`src/rtl/sonar_varredura_ctrl.sv`:
```
// Sonar sweep controller: bounces the servo over N_POS positions and runs a measure/transmit handshake at each one.
// Optional per-half-sweep minimum tracking is enabled with `define SONAR_MIN_TRACK_EN.
module sonar_varredura_ctrl #(
  parameter int N_POS          = 8,
  parameter int POS_W          = 3,
  parameter int DWELL_CYCLES   = 100_000_000,
  parameter int DWELL_W        = 27,
  parameter int TIMEOUT_CYCLES = 2_500_000,
  parameter int TIMEOUT_W      = 22,
  parameter int MED_W          = 12
) (
  input  logic             clock,
  input  logic             reset,
  input  logic             ligar,
  input  logic             medida_pronto,
  input  logic [MED_W-1:0] medida,
  input  logic             envio_pronto,
  output logic             medir,
  output logic             transmitir,
  output logic [POS_W-1:0] posicao,
  output logic             direcao,
  output logic             fim_varredura,
  output logic [MED_W-1:0] ultima_medida,
  output logic             erro_medida,
  output logic [MED_W-1:0] min_dist,
  output logic [POS_W-1:0] min_pos,
  output logic [3:0]       db_estado
);

  typedef enum logic [3:0] {
    INICIAL        = 4'd0,
    ESPERA         = 4'd1,
    MEDIR          = 4'd2,
    AGUARDA_MEDIDA = 4'd3,
    TRANSMITIR     = 4'd4,
    AGUARDA_ENVIO  = 4'd5,
    GIRAR          = 4'd6
  } estado_t;

  localparam logic [DWELL_W-1:0]   DWELL_LAST = DWELL_W'(DWELL_CYCLES - 1);
  localparam logic [TIMEOUT_W-1:0] TMO_LAST   = TIMEOUT_W'(TIMEOUT_CYCLES - 1);
  localparam logic [POS_W-1:0]     POS_LAST   = POS_W'(N_POS - 1);
  localparam logic [POS_W-1:0]     POS_PENULT = POS_W'(N_POS - 2);
  localparam logic [MED_W-1:0]     MED_ERRO   = MED_W'('h999);

  estado_t              estado_q, estado_d;
  logic [DWELL_W-1:0]   dwell_q, dwell_d;
  logic [TIMEOUT_W-1:0] tmo_q, tmo_d;
  logic [POS_W-1:0]     pos_q, pos_d;
  logic                 dir_q, dir_d;
  logic                 medir_q, medir_d;
  logic                 tx_q, tx_d;
  logic                 fim_q, fim_d;
  logic [MED_W-1:0]     ultima_q, ultima_d;
  logic                 erro_q, erro_d;
  logic                 virada;

`ifdef SONAR_MIN_TRACK_EN
  logic [MED_W-1:0] min_dist_q, min_dist_d, trk_dist_q, trk_dist_d;
  logic [POS_W-1:0] min_pos_q, min_pos_d, trk_pos_q, trk_pos_d;
`endif

  // Turnaround happens at either end of the travel, depending on direction.
  assign virada = (dir_q && pos_q == POS_LAST) || (!dir_q && pos_q == '0);

  always_comb begin
    estado_d = estado_q;
    dwell_d  = dwell_q;
    tmo_d    = tmo_q;
    pos_d    = pos_q;
    dir_d    = dir_q;
    medir_d  = 1'b0;
    tx_d     = 1'b0;
    fim_d    = 1'b0;
    ultima_d = ultima_q;
    erro_d   = erro_q;
`ifdef SONAR_MIN_TRACK_EN
    min_dist_d = min_dist_q;
    min_pos_d  = min_pos_q;
    trk_dist_d = trk_dist_q;
    trk_pos_d  = trk_pos_q;
`endif
    if (!ligar && estado_q != INICIAL) begin
      estado_d = INICIAL;
    end else begin
      case (estado_q)
        INICIAL: begin
          if (ligar) begin
            estado_d = ESPERA;
            dwell_d  = '0;
          end
        end
        ESPERA: begin
          if (dwell_q == DWELL_LAST) begin
            estado_d = MEDIR;
            medir_d  = 1'b1;
          end else begin
            dwell_d = dwell_q + 1'b1;
          end
        end
        MEDIR: begin
          tmo_d    = '0;
          estado_d = AGUARDA_MEDIDA;
        end
        AGUARDA_MEDIDA: begin
          // A pronto in the timeout cycle still wins.
          if (medida_pronto) begin
            ultima_d = medida;
            erro_d   = 1'b0;
            tx_d     = 1'b1;
            estado_d = TRANSMITIR;
`ifdef SONAR_MIN_TRACK_EN
            if (medida < trk_dist_q) begin
              trk_dist_d = medida;
              trk_pos_d  = pos_q;
            end
`endif
          end else if (tmo_q == TMO_LAST) begin
            ultima_d = MED_ERRO;
            erro_d   = 1'b1;
            tx_d     = 1'b1;
            estado_d = TRANSMITIR;
          end else begin
            tmo_d = tmo_q + 1'b1;
          end
        end
        TRANSMITIR: estado_d = AGUARDA_ENVIO;
        AGUARDA_ENVIO: begin
          if (envio_pronto) estado_d = GIRAR;
        end
        GIRAR: begin
          estado_d = ESPERA;
          dwell_d  = '0;
          if (virada) begin
            fim_d = 1'b1;
            dir_d = !dir_q;
            pos_d = dir_q ? POS_PENULT : POS_W'(1);
`ifdef SONAR_MIN_TRACK_EN
            min_dist_d = trk_dist_q;
            min_pos_d  = trk_pos_q;
            trk_dist_d = '1;
            trk_pos_d  = '0;
`endif
          end else begin
            pos_d = dir_q ? pos_q + 1'b1 : pos_q - 1'b1;
          end
        end
        default: estado_d = INICIAL;
      endcase
    end
  end

  always_ff @(posedge clock) begin
    if (!reset) begin
      estado_q <= INICIAL;
      dwell_q  <= '0;
      tmo_q    <= '0;
      pos_q    <= '0;
      dir_q    <= 1'b1;
      medir_q  <= 1'b0;
      tx_q     <= 1'b0;
      fim_q    <= 1'b0;
      ultima_q <= '0;
      erro_q   <= 1'b0;
`ifdef SONAR_MIN_TRACK_EN
      min_dist_q <= '1;
      min_pos_q  <= '0;
      trk_dist_q <= '1;
      trk_pos_q  <= '0;
`endif
    end else begin
      estado_q <= estado_d;
      dwell_q  <= dwell_d;
      tmo_q    <= tmo_d;
      pos_q    <= pos_d;
      dir_q    <= dir_d;
      medir_q  <= medir_d;
      tx_q     <= tx_d;
      fim_q    <= fim_d;
      ultima_q <= ultima_d;
      erro_q   <= erro_d;
`ifdef SONAR_MIN_TRACK_EN
      min_dist_q <= min_dist_d;
      min_pos_q  <= min_pos_d;
      trk_dist_q <= trk_dist_d;
      trk_pos_q  <= trk_pos_d;
`endif
    end
  end

  assign medir         = medir_q;
  assign transmitir    = tx_q;
  assign posicao       = pos_q;
  assign direcao       = dir_q;
  assign fim_varredura = fim_q;
  assign ultima_medida = ultima_q;
  assign erro_medida   = erro_q;
  assign db_estado     = estado_q;
`ifdef SONAR_MIN_TRACK_EN
  assign min_dist = min_dist_q;
  assign min_pos  = min_pos_q;
`else
  assign min_dist = '1;
  assign min_pos  = '0;
`endif

endmodule

```
`config.mk`:
```
export PLATFORM = sky130hd
export DESIGN_NAME = sonar_varredura_ctrl
export DESIGN_NICKNAME = d
export VERILOG_FILES = /design/src/rtl/sonar_varredura_ctrl.sv
export SDC_FILE = /design/constraint.sdc
export NUM_CORES = 1
export LEC_CHECK = 0
export BUFFER_PORTS_ARGS = -buffer_cell sky130_fd_sc_hd__buf_2
export CORE_MARGIN = 2
export CORE_UTILIZATION = 40
export CTS_CLUSTER_DIAMETER = 120
export DETAILED_ROUTE_END_ITERATION = 6
export GPL_TIMING_DRIVEN = 1
export MAX_ROUTING_LAYER = met4
export PLACE_DENSITY = 0.71
export SETUP_SLACK_MARGIN = 0.5
export SYNTH_ARGS = -nofsm -noshare
export SYNTH_HDL_FRONTEND = slang
export SYNTH_SLANG_ARGS = --single-unit
```
`constraint.sdc`:
```
create_clock -name clock -period 2.9 [get_ports clock]
set_clock_uncertainty 0.1 [all_clocks]
set_input_delay 0.435 -clock clock [delete_from_list [all_inputs] [get_ports clock]]
set_output_delay 0.435 -clock clock [all_outputs]
set_load 0.1 [all_outputs]
```
==> summary.md, run 1 <==
| Metric | Value |
|---|---|
| Cell count after synthesis | `a little under 500` |
| Antenna Cells | `0` |
| Initial antenna violation count | `0` |
| Outcome | `finished, final reports clean` |
| Hold_ws | `around 0.21 ns` |
| Max-slew violations | `0` |
| Htree depth | `3` |
| Die area | `0.0105 mm²` |
| Fin crit share | `roughly four fifths` |
| DRT Pass-1 Iters | `6` |
| Startpoint types | `flip-flop` |
| Vias/cell | `between 6 and 7` |
| Pwr Density | `449 mW/mm²` |
| Root buffer cell | `clkbuf_8` |
| Worst Path Max Fanout | `7` |
| Critical path arrival | `between 2 and 2.5 ns` |
| Power Total | `a little under 2 mW` |
| Worst setup path class | `flip-flop to flip-flop` |
| Reg clk slew, reported paths | `0.08 ns` |
| Layout fillers | `about 890` |
| Chip height | `103 µm` |
| DRC errors left | `0` |
| Clock latency on the worst-skew pair | `around 0.35 ns` |
| Nets@finish | `541` |
| Crit. End Element | `flip-flop` |
| Global Route Usage Sum | `between 20% and 30%` |
| Largest net degree at the start of global routing | `31` |
| DRT Wirelength | `approximately 10 mm` |
| Placed Area | `around 0.0042 mm²` |
| Final instance area | `between 0.004 and 0.005 mm²` |
| Dpl hpwl | `between 7 and 8 mm` |
| Core Region | `about 0.0093 mm²` |
| Clock sinks | `72` |
| Main synth FF type | `dfxtp_1` |
| Commonest non-fill, non-tap cell in the layout | `dfxtp_1` |
| GR Overflow Total | `0` |
| Worst path slowest cell | `or4_1` |
| Die width | `103 µm` |
| Post-Place Cells | `approximately 640` |
| Routability cong. | `between 0.9 and 1` |
| Syn avg cell area | `slightly above 8 µm²` |
| Distinct cells, synth | `64` |
| First-pass GRT wire length | `~17 mm` |
| Non-filler instance count after layout | `about 660` |
| I/O Pins | `56` |
| Row cnt | `35` |
| Fmax | `around 440 MHz` |
| TritonCTS clock tree | `built` |
| Least-Margin Pin Slew | `between 0.5 and 0.6 ns` |
| Cts bufs inserted | `9` |
| CP cell instances | `ha_1, and3_1, and3_1, a211o_1, or4_1, a31oi_1` |
| Hold_buf cts | `0` |
| Crit path required time | `around 3.1 ns` |
| Asr flop ratio synth | `0%` |
| Total Neg Setup Slack | `0 ns` |
| HP Class | `input pin to flip-flop` |
| Synthesis Warnings | `0` |
| Post-synth EDFFs | `0` |
| Post-cts resize count | `0` |
| Setup Buffers After CTS | `0` |
| Vias | `3940` |
| Final Setup Violations | `0` |
| P&R area growth vs syn | `12.9%` |
| Routed WL per cell | `15.6 µm` |
| DR iter-0 viols | `about 300` |
| #FFs+latches synth | `a little over 70` |
| Initial Util | `about two fifths` |
| Leakage | `1.57 nW` |
| Share of layout cells above drive strength 1 | `about 18%` |
| Longest Clk Path Bufs | `2` |
| Most frequent cells in the layout | `69 x dfxtp_1, 42 x a21oi_1, 39 x buf_2` |
| Number of global-route vias before repair | `3337` |
| CP top delay family | `simple AND/OR/NAND/NOR gates` |
| Synth Cell Area | `between 0.003 and 0.004 mm²` |
| Maxcap violations | `0` |
| Worst VDD drop | `247 µV` |
| Minimum clock period | `~2.3 ns` |
| Seq/Total Area, Yosys | `37.1%` |
| Fin. Hold Viols | `0` |
| Rel. slew slack | `around 60%` |
| Unrepaired setup endpoints after global routing | `no` |
| CP most frequent cell | `and3_1` |
| # port buffers | `39` |
| Post-DRT Antenna Nets | `0` |
| Buf+Inv Stages, Crit Path | `0` |
| CP max stage delay | `about 0.5 ns` |
## cell type report
type	count	area (µm²)	share of cell area, %
Timing Repair Buffer	54	308	7.01
Tap cell	129	161	3.68
Clock buffer	9	124	2.82
Clock inverter	7	71.3	1.63
Multi-Input combinational cell	372	2230	50.9
Sequential cell	72	1450	32.9
Inverter	12	45.0	1.03
## registers in the layout (all words and copies together), names as in the netlist
name,count
dwell_q,27
tmo_q,22
ultima_medida,12
db_estado,3
posicao,3
direcao,1
erro_medida,1
fim_varredura,1
medir,1
transmitir,1
## kinds of logic (layout without fill, tap and decap cells)
logic type                 count (synthesis)  in the layout  share of synthesized area (%)
adders and majority gates                  3              3                           1.16
xor gates and xnor gates                   3              3                          0.676
muxes                                      2              2                          0.515
buffers and inverters                     53             82                           6.98
and+or+nand+nor                          205            205                           30.1
AOI/OAI and AO/OA                        143            143                           23.3
DFF                                       72             72                           37.1
other                                      2             16                          0.193
## synthesized netlist by cell type, types with 3 or more instances
| library cell | instances | area (µm²) |
|---|---|---|
| a31oi_1 | 9 | 56.3 |
| nand4_1 | 28 | 175 |
| and4_1 | 3 | 26.3 |
| o221a_2 | 8 | 90.1 |
| nor3_1 | 11 | 55.1 |
| or4_1 | 12 | 90.1 |
| nand3_1 | 24 | 120 |
| buf_2 | 7 | 35.0 |
| and2_1 | 8 | 50.1 |
| or3_1 | 4 | 25.0 |
| o21ai_1 | 3 | 15.0 |
| a21oi_1 | 43 | 215 |
| a41oi_1 | 3 | 26.3 |
| nand2b_1 | 6 | 37.5 |
| o21ai_0 | 38 | 190 |
| dfxtp_1 | 72 | 1440 |
| clkbuf_1 | 15 | 56.3 |
| nor4_1 | 3 | 18.8 |
| and3_1 | 11 | 68.8 |
| o211ai_1 | 7 | 52.6 |
| inv_1 | 11 | 41.3 |
| o31ai_1 | 6 | 45.0 |
| o221ai_1 | 4 | 35.0 |
| nand2_1 | 37 | 139 |
| buf_4 | 17 | 128 |
| or2_2 | 3 | 18.8 |
| nand3b_1 | 3 | 22.5 |
| o2111ai_1 | 4 | 35.0 |
| nor2_1 | 33 | 124 |
## worst paths after layout
kind / startpoint / end / slack, ns / cells after the start
hold / removal: medida[2] / ultima_medida[2] / 0.21 / 3
setup reg to reg: tmo_q[0] / tmo_q[11] / 0.63 / 6
setup / recovery: tmo_q[0] / tmo_q[11] / 0.63 / 6
hold reg to reg: ultima_medida[2] / ultima_medida[2] / 0.37 / 2
## worst reg2reg max path, stage by stage, from the launching register on
cell,delay (ns)
dfxtp_1,0.35
ha_1,0.25
and3_1,0.25
and3_1,0.24
a211o_1,0.36
or4_1,0.49
a31oi_1,0.17
## metal layers
| metal | global-route usage (%) | routed length (µm) | vias to the layer above |
|---|---|---|---|
| met3 | 4.20 | 702 | 11 |
| met5 | - | 0 | - |
| met1 | 27.6 | 4740 | 1882 |
| met4 | 5.54 | 104 | 0 |
| li1 | - | - | 1882 |
| met2 | 30.4 | 4670 | 165 |
## per-stage QoR
stage / utilization (%) / setup WS, ns
floorplan: - / 0.565
global route: 47.0 / 0.507
CTS: 47.0 / 0.522
global placement: 44.9 / 0.586
finish: 47.0 / 0.625
detailed placement: 44.9 / 0.524
## report_power, final
| part | switching, mW | internal (mW) |
|---|---|---|
| Sequential | 0.00305 | 0.989 |
| Combinational | 0.148 | 0.0252 |
| Clock | 0.407 | 0.399 |
(Power assumes the default switching activity.)
==> inputs of run 2 (changes only) <==
--- a/config.mk
+++ b/config.mk
@@ -12,7 +12,7 @@
 export DETAILED_ROUTE_END_ITERATION = 6
 export GPL_TIMING_DRIVEN = 1
 export MAX_ROUTING_LAYER = met4
-export PLACE_DENSITY = 0.71
+export PLACE_DENSITY = 0.73
 export SETUP_SLACK_MARGIN = 0.5
 export SYNTH_ARGS = -nofsm -noshare
 export SYNTH_HDL_FRONTEND = slang
==> constraint.sdc (replaced) <==
create_clock -name clock -period 2 [get_ports clock]
set_clock_uncertainty 0.1 [all_clocks]
set_input_delay 0.3 -clock clock [delete_from_list [all_inputs] [get_ports clock]]
set_output_delay 0.3 -clock clock [all_outputs]
set_load 0.1 [all_outputs]
==> run 2 against run 1 <==
Effect of this change: the flow now finishes with violations (negative setup slack); utilization grew 20 points; sequential power up 43%; routed wire length grew 55%; combinational power rose by 94%; via count grew 26%; critical path type unchanged; setup slack lost 0.77 ns; critical endpoint unchanged; largest power group unchanged; largest cell class unchanged.
==> summary.md, run 2 (same netlist as run 1, synthesis figures left out) <==
| Metric | Value |
|---|---|
| Share of layout cells above drive strength 1 | `52.3% (was 17.7%)` |
| Least-Margin Pin Slew | `0.655 ns (was 0.597 ns)` |
| Sw Pwr | `857 µW (was 558 µW)` |
| Cell-internal power | `2.06 mW (was 1.41 mW)` |
| Comb power frac | `11.5% (was 8.8%)` |
| Gr busiest metal | `met2 (unchanged)` |
| Row cnt | `35 (unchanged)` |
| Max reg flops | `27 (unchanged)` |
| Largest register by flop count | `dwell_q (unchanged)` |
| Cts bufs inserted | `9 (unchanged)` |
| Worst Path Max Fanout | `5 (was 7)` |
| GR Layer Usage met2 | `40.7% (was 30.4%)` |
| Fin. Hold Viols | `0 (unchanged)` |
| Vias/cell | `6.46 (was 6.02)` |
| Worst setup margin | `-0.147 ns (was 0.625 ns)` |
| Post-DRT Antenna Nets | `0 (unchanged)` |
| GR Overflow Total | `0 (unchanged)` |
| Layout fillers | `606 (was 887)` |
| DRC errors left | `0 (unchanged)` |
| Crit. End Element | `flip-flop (unchanged)` |
| Leakage | `2.33 nW (was 1.57 nW)` |
| Antenna Cells | `0 (unchanged)` |
| Reg clk slew, reported paths | `0.08 ns (about the same)` |
| HP Class | `input pin to flip-flop (unchanged)` |
| Max-slew violations | `0 (unchanged)` |
| Commonest non-fill, non-tap cell in the layout | `buf_4 (was dfxtp_1)` |
| DRT Pass-1 Iters | `5 (was 6)` |
| Pwr Density | `468 mW/mm² (was 449 mW/mm²)` |
| I/O Pins | `56 (unchanged)` |
| Final Setup Violations | `11 (was 0)` |
| Clock latency on the worst-skew pair | `0.36 ns (was 0.35 ns)` |
| Maxcap violations | `0 (unchanged)` |
| DP Worst Slack | `-0.0312 ns (was 0.524 ns)` |
| DRT Wirelength | `15.9 mm (was 10.2 mm)` |
| Die area | `0.0105 mm² (unchanged)` |
| Longest Clk Path Bufs | `2 (unchanged)` |
| Htree depth | `3 (unchanged)` |
| Non-filler instance count after layout | `768 (was 655)` |
| Fin crit share | `107% (was 78.4%)` |
| Final instance area | `0.00623 mm² (was 0.00439 mm²)` |
| Total Neg Setup Slack | `-0.486 ns (was 0 ns)` |
| Worst setup path class | `flip-flop to flip-flop (unchanged)` |
| Final Util | `66.8% (was 47.0%)` |
| Power Total | `2.91 mW (was 1.97 mW)` |
| DR iter-0 viols | `700 (was 305)` |
| Unrepaired setup endpoints after global routing | `yes (was no)` |
| Hold_buf cts | `0 (unchanged)` |
| Global Route Usage Sum | `25.5% (was 20.2%)` |
| Critical path arrival | `2.31 ns (was 2.45 ns)` |
| Crit path required time | `2.16 ns (was 3.07 ns)` |
| TritonCTS clock tree | `built (unchanged)` |
| Hold_ws | `0.0829 ns (was 0.209 ns)` |
| Number of global-route vias before repair | `4226 (was 3337)` |
| First-pass GRT wire length | `20.5 mm (was 16.6 mm)` |
| Fmax | `466 MHz (was 440 MHz)` |
| P&R area growth vs syn | `60.3% (was 12.9%)` |
| Post-Place Cells | `674 (was 639)` |
| Vias | `4960 (was 3940)` |
| Core Region | `0.00933 mm² (unchanged)` |
| Rel. slew slack | `55.9% (was 59.8%)` |
| Dpl hpwl | `7.54 mm (was 7.19 mm)` |
| Most frequent cells in the layout | `106 x buf_4, 38 x dfxtp_1, 36 x buf_6 (was 69 x dfxtp_1, 42 x a21oi_1, 39 x buf_2)` |
| Routability cong. | `1.02 (was 0.966)` |
| Minimum clock period | `2.15 ns (was 2.27 ns)` |
| Initial Util | `41.7% (unchanged)` |
| Initial antenna violation count | `0 (unchanged)` |
| # port buffers | `39 (unchanged)` |
| Startpoint types | `flip-flop (unchanged)` |
| Die width | `103 µm (unchanged)` |
| Nets@finish | `654 (was 541)` |
| Routed WL per cell | `20.7 µm (was 15.6 µm)` |
| Worst VDD drop | `270 µV (was 247 µV)` |
| Largest net degree at the start of global routing | `21 (was 31)` |
| Failing checks | `negative setup slack` |
| Clock network power share | `39.9% (was 40.9%)` |
| Sequential Power Share | `48.6% (was 50.3%)` |
| Clock sinks | `72 (unchanged)` |
| Chip height | `103 µm (unchanged)` |
| Met1 Usage GRT | `31.0% (was 27.6%)` |
| M3 GR Usage | `4.14% (was 4.20%)` |
| Root buffer cell | `clkbuf_8 (unchanged)` |
| Outcome | `complete, but fails checks (was finished, final reports clean)` |
| Sw Ratio | `29.4% (was 28.3%)` |
| Placed Area | `0.00465 mm² (was 0.00419 mm²)` |
run 2: cell types whose count changed in the layout (fill, tap and decap cells not counted), sizes merged:
cell / change
buf: +110
clkinv: -3
bufinv: -1
nand3: +1
clkbuf: +5
and4: +1
run 2: area by class of cell:
type	count	area [µm²]	share of cell area [%]
Tap cell	129	161	2.59
Multi-Input combinational cell	374	2890	46.5
Inverter	12	45.0	0.723
Timing Repair Buffer	165	1410	22.6
Clock inverter	3	23.8	0.382
Sequential cell	72	1530	24.5
Clock buffer	13	170	2.73
run 2: worst max-delay path, cell delays in order (launching register included):
cell and delay [ns]:
dfxtp_4 0.38, and4bb_1 0.24, and4_4 0.21, a211o_1 0.36
or4_1 0.53, a31oi_1 0.23
run 2: final timing paths:
kind	startpoint	endpoint	slack [ns]	cells after the start
min reg2reg	ultima_medida[9]	ultima_medida[9]	0.36	2
max reg2reg	tmo_q[11]	tmo_q[11]	-0.15	5
max	tmo_q[11]	tmo_q[11]	-0.15	5
min	medida[10]	ultima_medida[10]	0.08	3
run 2: power groups by stage:
stage	Combinational (mW)	Clock (mW)	Sequential [mW]
finish	0.336	1.16	1.42
global route	0.343	1.23	1.42
CTS	0.297	1.15	1.42
detailed placement	0.267	0	1.47
global placement	0.265	0	1.46
floorplan	0.229	0	1.47
run 2: layer usage:
metal	wire length [µm]	share of wire (%)
met1	6140	39
met2	7100	45
met3	1710	11
met4	917	5.8
met5	0	0
run 2: repair_timing:
item / 4_1_cts / 5_1_grt
resized for setup: 92 / 124
gates cloned: 5 / 0
buffers inserted: 38 / 35
endpoints found under the setup margin: 90 / 75
pin swaps: 42 / 64
==> inputs of run 3 (changes only) <==
--- a/config.mk
+++ b/config.mk
@@ -6,13 +6,16 @@
 export NUM_CORES = 1
 export LEC_CHECK = 0
 export BUFFER_PORTS_ARGS = -buffer_cell sky130_fd_sc_hd__buf_2
+export CELL_PAD_IN_SITES_DETAIL_PLACEMENT = 1
+export CELL_PAD_IN_SITES_GLOBAL_PLACEMENT = 1
 export CORE_MARGIN = 2
-export CORE_UTILIZATION = 40
+export CORE_UTILIZATION = 38
 export CTS_CLUSTER_DIAMETER = 120
 export DETAILED_ROUTE_END_ITERATION = 6
 export GPL_TIMING_DRIVEN = 1
+export HOLD_SLACK_MARGIN = 0.03
 export MAX_ROUTING_LAYER = met4
-export PLACE_DENSITY = 0.73
+export PLACE_DENSITY = 0.87
 export SETUP_SLACK_MARGIN = 0.5
 export SYNTH_ARGS = -nofsm -noshare
 export SYNTH_HDL_FRONTEND = slang
==> run 3 against run 2 <==
Effect of this change: the run ends with design-rule violations, negative setup slack left; largest cell class unchanged; non-clock buffer count is 21 higher; clock power is 13% higher; sequential share of layout area is 2.1 points lower; critical path type unchanged; hold slack worse by 0.0026 ns; fmax is 22% lower; utilization is 2.0 points higher; sequential power hardly changed.
==> summary.md, run 3 (same netlist as run 1, synthesis figures left out) <==
| Metric | Value |
|---|---|
| Dpl hpwl | `9.71 mm (was 7.54 mm)` |
| Final Setup Violations | `57 (was 11)` |
| Hold_ws | `0.0803 ns (was 0.0829 ns)` |
| Nets@finish | `673 (was 654)` |
| Clock sinks | `72 (unchanged)` |
| Worst Path Max Fanout | `8 (was 5)` |
| Most frequent cells in the layout | `106 x buf_4, 53 x buf_6, 37 x dfxtp_1 (was 106 x buf_4, 38 x dfxtp_1, 36 x buf_6)` |
| Sw Ratio | `33.5% (was 29.4%)` |
| Startpoint types | `flip-flop (unchanged)` |
| Sequential Power Share | `45.6% (was 48.6%)` |
| Routability cong. | `0.876 (was 1.02)` |
| Reg clk slew, reported paths | `0.10 ns (was 0.08 ns)` |
| Minimum clock period | `2.74 ns (was 2.15 ns)` |
| Clock latency on the worst-skew pair | `0.40 ns (was 0.36 ns)` |
| Rel. slew slack | `41.2% (was 55.9%)` |
| Worst VDD drop | `604 µV (was 270 µV)` |
| Placed Area | `0.00472 mm² (was 0.00465 mm²)` |
| Startpoint of the worst-slack reg-to-reg timing path | `tmo_q[20] (was tmo_q[11])` |
| Routed WL per cell | `38.5 µm (was 20.7 µm)` |
| DR iter-0 viols | `1115 (was 700)` |
| Power Total | `3.11 mW (was 2.91 mW)` |
| Number of global-route vias before repair | `5338 (was 4226)` |
| Die width | `105 µm (was 103 µm)` |
| Cell-internal power | `2.07 mW (was 2.06 mW)` |
| Unrepaired setup endpoints after global routing | `yes (unchanged)` |
| Clock network power share | `42.2% (was 39.9%)` |
| Total Neg Setup Slack | `-9.92 ns (was -0.486 ns)` |
| Global Route Usage Sum | `38.2% (was 25.5%)` |
| Commonest non-fill, non-tap cell in the layout | `buf_4 (unchanged)` |
| Final Util | `68.8% (was 66.8%)` |
| DRC errors left | `8 (was 0)` |
| Worst setup path class | `flip-flop to flip-flop (unchanged)` |
| DRT Pass-1 Iters | `7 (was 5)` |
| Vias | `6017 (was 4960)` |
| Die area | `0.0111 mm² (was 0.0105 mm²)` |
| First-pass GRT wire length | `31.8 mm (was 20.5 mm)` |
| Largest register by flop count | `dwell_q (unchanged)` |
| Failing checks | `design-rule violations, negative setup slack (was negative setup slack)` |
| Fmax | `366 MHz (was 466 MHz)` |
| GR Overflow Total | `0 (unchanged)` |
| HP Class | `input pin to flip-flop (unchanged)` |
| Initial Util | `39.4% (was 41.7%)` |
| Non-filler instance count after layout | `795 (was 768)` |
| Row cnt | `36 (was 35)` |
| Largest net degree at the start of global routing | `28 (was 21)` |
| Comb power frac | `12.2% (was 11.5%)` |
| Pwr Density | `459 mW/mm² (was 468 mW/mm²)` |
| Outcome | `complete, but fails checks (unchanged)` |
| P&R area growth vs syn | `74.6% (was 60.3%)` |
| Core Region | `0.00986 mm² (was 0.00933 mm²)` |
| Critical path arrival | `2.88 ns (was 2.31 ns)` |
| Crit path required time | `2.14 ns (was 2.16 ns)` |
| Least-Margin Pin Slew | `0.882 ns (was 0.655 ns)` |
| Post-Place Cells | `685 (was 674)` |
| HP Start | `medida[3] (was medida[10])` |
| Vias/cell | `7.57 (was 6.46)` |
| # port buffers | `39 (unchanged)` |
| Cts bufs inserted | `9 (unchanged)` |
| Max-slew violations | `0 (unchanged)` |
| Leakage | `2.57 nW (was 2.33 nW)` |
| Post-DRT Antenna Nets | `0 (unchanged)` |
| Final instance area | `0.00679 mm² (was 0.00623 mm²)` |
| Max reg flops | `27 (unchanged)` |
| Maxcap violations | `0 (unchanged)` |
| Sw Pwr | `1.04 mW (was 857 µW)` |
| Fin. Hold Viols | `0 (unchanged)` |
| Longest Clk Path Bufs | `2 (unchanged)` |
| Worst setup margin | `-0.736 ns (was -0.147 ns)` |
| Initial antenna violation count | `2 (was 0)` |
| Share of layout cells above drive strength 1 | `60.9% (was 52.3%)` |
| DP Worst Slack | `-0.182 ns (was -0.0312 ns)` |
| DRT Wirelength | `30.6 mm (was 15.9 mm)` |
| TritonCTS clock tree | `built (unchanged)` |
| Root buffer cell | `clkbuf_8 (unchanged)` |
| Setup crit start | `tmo_q[20] (was tmo_q[11])` |
| Fin crit share | `137% (was 107%)` |
| Htree depth | `3 (unchanged)` |
| I/O Pins | `56 (unchanged)` |
| Chip height | `105 µm (was 103 µm)` |
| Crit. End Element | `flip-flop (unchanged)` |
==> run 3: metal layers <==
| metal | track usage, % | part of all wire, % |
|---|---|---|
| met4 | 18.0 | 9.0 |
| met2 | 59.9 | 41 |
| met5 | - | 0 |
| met3 | 10.0 | 16 |
| met1 | 45.7 | 34 |
==> run 3: layout make-up <==
type	count	area, µm²
antenna	4	10.0
fill	1045	3080
multi-input combinational	372	3210
tap	133	166
clock inverter	5	57.6
sequential	72	1520
inverter	12	47.5
clock buffer	11	131
timing repair buffer	186	1640
==> run 3: repair_timing <==
action,4_1_cts,5_1_grt
hold buffers,0,0
gates cloned,3,0
setup buffers,55,32
gates resized for setup,170,139
endpoints found under the setup margin,89,78
pin swaps,76,69
==> run 3: worst max-delay path, cell delays in order, from the launching register on <==
cell and delay (ns):
dfxtp_4 0.38, nor4_4 0.41, and4_4 0.32, buf_6 0.12
a211oi_2 0.07, buf_6 0.15, buf_4 0.14, a21oi_1 0.70
nor2_2 0.18
==> run 3: final timing paths <==
check | to | slack (ns) | cells after the start
max | tmo_q[4] | -0.74 | 8
min | ultima_medida[3] | 0.08 | 2
max reg2reg | tmo_q[4] | -0.74 | 8
min reg2reg | ultima_medida[6] | 0.41 | 2
==> run 3: power by group through the flow <==
stage	Clock, mW	Sequential (mW)	Combinational (mW)
after detailed placement	0	1.46	0.271
after global placement	0	1.46	0.266
after floorplan	0	1.47	0.229
final	1.31	1.42	0.381
after CTS	1.18	1.42	0.311
after global routing	1.35	1.42	0.381
